[src/rtl/instr_mem_loader.sv]
// Length-prefixed, XOR-checksummed byte-stream loader that fills instruction memory with big-endian words.
// Optional per-byte idle timeout is built when LOADER_TIMEOUT_EN is defined.
module instr_mem_loader #(
    parameter int unsigned DEPTH   = 256,
    parameter int unsigned TIMEOUT = 1024
) (
    input  logic        clk,
    input  logic        rst,
    input  logic        start,
    input  logic        byte_valid,
    input  logic [7:0]  byte_data,
    output logic        byte_ready,
    output logic        wr_en,
    output logic [31:0] wr_addr,
    output logic [31:0] wr_data,
    output logic        cpu_hold,
    output logic        done,
    output logic        error
);

    typedef enum logic [2:0] {
        S_IDLE, S_LEN_HI, S_LEN_LO, S_DATA, S_CHECK, S_DONE, S_ERR
    } state_t;

    state_t      state_q, state_d;
    logic [7:0]  len_hi_q;
    logic [15:0] len_q;
    logic [15:0] idx_q;
    logic [1:0]  lane_q;
    logic [23:0] word_q;
    logic [7:0]  csum_q;

    logic        accept_c;
    logic [15:0] len_c;
    logic        last_word_c;
    logic        active_d_c;
    logic        timeout_c;

    assign accept_c    = byte_valid && byte_ready;
    assign len_c       = {len_hi_q, byte_data};
    assign last_word_c = (lane_q == 2'd3) && ((idx_q + 16'd1) == len_q);
    assign active_d_c  = (state_d == S_LEN_HI) || (state_d == S_LEN_LO) ||
                         (state_d == S_DATA)   || (state_d == S_CHECK);

`ifdef LOADER_TIMEOUT_EN
    localparam int unsigned TW = $clog2(TIMEOUT + 1);
    logic [TW-1:0] tmo_q;

    assign timeout_c = (tmo_q == TW'(TIMEOUT));

    // Idle-cycle counter; restarts on every accepted byte and every state change
    always_ff @(posedge clk) begin
        if (rst) begin
            tmo_q <= '0;
        end else if (accept_c || (state_d != state_q) || !byte_ready) begin
            tmo_q <= '0;
        end else begin
            tmo_q <= tmo_q + TW'(1);
        end
    end
`else
    assign timeout_c = 1'b0;
`endif

    // Next-state logic
    always_comb begin
        state_d = state_q;
        case (state_q)
            S_IDLE, S_DONE, S_ERR: if (start) state_d = S_LEN_HI;
            S_LEN_HI: if (accept_c) state_d = S_LEN_LO;
            S_LEN_LO: begin
                if (accept_c) begin
                    if (len_c > 16'(DEPTH))  state_d = S_ERR;
                    else if (len_c == 16'd0) state_d = S_CHECK;
                    else                     state_d = S_DATA;
                end
            end
            S_DATA:  if (accept_c && last_word_c) state_d = S_CHECK;
            S_CHECK: if (accept_c) state_d = (byte_data == csum_q) ? S_DONE : S_ERR;
            default: state_d = S_IDLE;
        endcase
        if (timeout_c) state_d = S_ERR;
    end

    // State, registered status outputs and word assembly
    always_ff @(posedge clk) begin
        if (rst) begin
            state_q    <= S_IDLE;
            len_hi_q   <= '0;
            len_q      <= '0;
            idx_q      <= '0;
            lane_q     <= '0;
            word_q     <= '0;
            csum_q     <= '0;
            byte_ready <= 1'b0;
            cpu_hold   <= 1'b0;
            done       <= 1'b0;
            error      <= 1'b0;
            wr_en      <= 1'b0;
            wr_addr    <= '0;
            wr_data    <= '0;
        end else begin
            state_q    <= state_d;
            byte_ready <= active_d_c;
            cpu_hold   <= active_d_c;
            done       <= (state_d == S_DONE);
            error      <= (state_d == S_ERR);
            wr_en      <= 1'b0;

            if ((state_d == S_LEN_HI) && (state_q != S_LEN_HI)) begin
                csum_q <= '0;
                idx_q  <= '0;
                lane_q <= '0;
            end

            if (accept_c) begin
                case (state_q)
                    S_LEN_HI: len_hi_q <= byte_data;
                    S_LEN_LO: len_q    <= len_c;
                    S_DATA: begin
                        word_q <= {word_q[15:0], byte_data};
                        csum_q <= csum_q ^ byte_data;
                        lane_q <= lane_q + 2'd1;
                        if (lane_q == 2'd3) begin
                            wr_en   <= 1'b1;
                            wr_addr <= {16'b0, idx_q};
                            wr_data <= {word_q, byte_data};
                            idx_q   <= idx_q + 16'd1;
                        end
                    end
                    default: ;
                endcase
            end
        end
    end

endmodule

[config.mk]
export PLATFORM = sky130hd
export DESIGN_NAME = instr_mem_loader
export DESIGN_NICKNAME = d
export VERILOG_FILES = /design/src/rtl/instr_mem_loader.sv
export SDC_FILE = /design/constraint.sdc
export NUM_CORES = 1
export LEC_CHECK = 0
export CAP_MARGIN = 30
export CORE_MARGIN = 2
export CORE_UTILIZATION = 50
export CTS_BUF_LIST = sky130_fd_sc_hd__clkbuf_4 sky130_fd_sc_hd__clkbuf_8
export CTS_CLUSTER_SIZE = 14
export DETAILED_ROUTE_END_ITERATION = 12
export PLACE_DENSITY = 0.77
export SYNTH_ARGS = -nofsm -noshare
export SYNTH_HDL_FRONTEND = slang
export SYNTH_SLANG_ARGS = --single-unit
[constraint.sdc]
create_clock -name clk -period 2.75 [get_ports clk]
set_input_delay 0.6875 -clock clk [delete_from_list [all_inputs] [get_ports clk]]
set_output_delay 0.6875 -clock clk [all_outputs]
set_load 0.05 [all_outputs]
==> flow_summary.ini <==
[clock_tree]
htreeDepth = 4
clock_sinks = 129
cts_tree = yes
clockBufferDepth = 2
cts_root_buffer = clkbuf_8
cts_made_buffers = 17
clk_pin_slew_worst_paths_ns = 0.08
insertion_delay_ns = 0.46

[sta]
tightestPinTransition_ns = 0.554
hold_viol = 0
period_needed_ns = 2.69
max_freq_mhz = 372
fin_setup_tns_ns = 0
setup_viol = 0
fin_skew_ns = 0.0127
slew_violations = 0
timing.slew.headroom_pct = 63.1
fin_crit_sh_pct = 97.8

[hold_path]
hold_path.class = reg2reg

[synth]
synthArstFlopShare_pct = 0
syn_area_per_cell_um2 = 8.26
synth_top_area_share_pct = 44.2
ys_types = 66
post-synth-top-area-cell = dfxtp_1
synth_warnings = 0
synth_cells = 708
ys_top_cells_by_area = dfxtp_1 (44%), nand2_1 (11%), a21oi_1 (8.2%), xor2_1 (3.4%), mux2i_1 (2.9%)
ys.flop_type = dfxtp_1
synth_edf_count = 0
synth-seq-area-share_pct = 44.2
syn_area_um2 = 5850
ys_ff_latch = 129

[critical_path]
max_stage_delay_ns = 0.43
crit_slowest_cell = or3_4
end_kind = register
critPathMaxFanout = 6
crit_type = reg2reg
cp_data_required_time_ns = 3.11
crit_arrival_ns = 3.05
worstPathCellList = ha_2 > nand3_4 > or3_4 > a221oi_4 > nand4_1 > nor4b_4 > o21ai_4 > buf_6 > a211oi_1
start_kind = register
critPathTopFamily = simple AND/OR/NAND/NOR gates
crit_buf_inv = 1

[placement]
placed_cell_area_um2 = 6910
port_buffers = 64
gp_congestion = 0.941
place.detailed.hpwl_um = 11100

[floorplan]
dieArea_um2 = 12600
die_x_um = 112
placementRows = 39
io_pins = 81
coreArea_um2 = 11400
die_y_um = 112
start_util_pct = 51.2

[detailed_routing]
drtAntennaViolNets = 0
routed_wl_um = 15700
vias_per_cell = 5.58
drt_iter0_markers = 404
wl_per_cell_um = 16.2
vias = 5403
drt_first_pass_iters = 5
drc = 0

[grt]
grt_usage_pct = 24.9
antenna_found_initial = 0
grt_max_degree = 92
gr-total-overflow = 0
grt_pass1_wl_um = 25200
first_global_vias = 5211

[finish]
drive_gt1_share_pct = 17.1
fin_nets = 826
num-fill-cells = 953
diodes = 0
area_delta_synth_final_pct = 27.0
finalInstanceArea_um2 = 7420

[pwr]
ir_drop_mv = 0.359
p_leak_nw = 2.67
power_density_nw_per_um2 = 507

[flow_run]
maxCapViolations = 0

[outcome]
status = finished, final reports clean
==> per-layer routing <==
metal	vias to the layer above	track usage, %	share of wire [%]	wire length (µm)
li1	2614	-	-	-
met5	-	0	0	0
met2	191	41.8	50	7860
met4	0	10.2	2.3	355
met3	29	5.99	5.3	834
met1	2569	30.8	42	6650
==> kinds of logic after synthesis <==
logic type | after synthesis | synth area share, %
compound gates | 169 | 18.1
xor+xnor | 37 | 5.67
fa+ha+maj | 2 | 0.428
buf+inv | 77 | 6.70
flops | 129 | 44.2
mux | 17 | 2.91
other cells | 1 | 0.0642
simple gates | 276 | 22.0
==> stage by stage <==
stage                     hold slack, ns  std cells  utilization [%]  total power (W)  setup WS, ns
after floorplan                    0.432        723                -          0.00208         0.125
after global placement             0.442        929             60.5          0.00216        -0.446
after detailed placement           0.448        929             60.5          0.00216        -0.482
after CTS                          0.459        961             64.1          0.00377        0.0452
after global routing               0.478        968             65.0          0.00387       -0.0157
final                              0.458        968             65.0          0.00376        0.0598
==> worst reg2reg max path, cell delays in order (launching register included) <==
cell,delay [ns]
dfxtp_1,0.34
ha_2,0.21
nand3_4,0.13
or3_4,0.43
a221oi_4,0.31
nand4_1,0.22
nor4b_4,0.38
o21ai_4,0.15
buf_6,0.16
a211oi_1,0.25
==> synth_stat cells, drive strengths merged (3+ instances only) <==
master	n
nor2b	7
a22o	4
nor3	14
o21ai	18
and3	5
mux2i	17
nand4	8
nand3	12
or3	8
clkbuf	39
o2111ai	3
a211o	3
inv	7
buf	30
nand2	170
dfxtp	129
xnor2	14
or4	4
nor2	24
nor4	7
and4	4
a31oi	10
a21oi	96
and2	4
xor2	23
a211oi	11
==> repair_timing <==
item / in CTS / in global routing
buffers inserted: 0 / 7
pin swaps: 1 / 7
gates resized for setup: 3 / 14
hold buffers: 0 / 0
setup endpoints to repair: 6 / 18
==> where the power goes <==
part	switching (W)	internal (W)
sequential	0.00000796	0.00187
combinational	0.000161	0.0000819
clock	0.000810	0.000827
total	0.000979	0.00278
==> cell usage in the layout (no fill, tap or decap), types with 4 or more instances in the layout <==
master / Yosys / routed
nor4_1: 7 / 6
mux2i_1: 17 / 17
nand4_1: 7 / 7
dfxtp_1: 129 / 128
a21oi_1: 96 / 96
a22o_1: 4 / 4
clkbuf_8: 0 / 17
nor2b_1: 7 / 7
xor2_1: 23 / 23
nor3_1: 12 / 12
and2_1: 4 / 4
buf_4: 22 / 72
conb_1: 1 / 16
a211oi_2: 8 / 8
nand2_1: 170 / 170
inv_6: 0 / 5
a31oi_1: 10 / 10
nor2_1: 24 / 23
or3_1: 8 / 6
inv_1: 6 / 6
and3_1: 5 / 5
nand3_1: 10 / 10
xnor2_1: 13 / 13
o21ai_0: 17 / 16
clkdlybuf4s50_1: 0 / 62
==> final cells by class <==
type | count | area [µm²] | area share (%)
inverter | 8 | 30.0 | 0.405
tap | 143 | 179 | 2.41
multi-input combinational | 517 | 2990 | 40.3
clock buffer | 18 | 241 | 3.25
sequential | 129 | 2580 | 34.8
clock inverter | 14 | 153 | 2.06
timing repair buffer | 139 | 1240 | 16.8
==> registers in the layout, indices dropped and copies added (netlist names), 2 cells and up <==
register	count
idx_q	16
wr_addr	16
wr_data	32
len_hi_q	8
csum_q	8
lane_q	2
state_q	3
word_q	24
len_q	16
==> final timing paths <==
path / start / slack [ns] / depth (start not counted) / to
worst min register to register: wr_addr[6] / 0.46 / 2 / wr_addr[6]
worst min-delay path: wr_addr[6] / 0.46 / 2 / wr_addr[6]
worst max-delay path: idx_q[0] / 0.06 / 9 / csum_q[2]
worst max register to register: idx_q[0] / 0.06 / 9 / csum_q[2]
No activity file was read; power rests on OpenSTA's default activity.
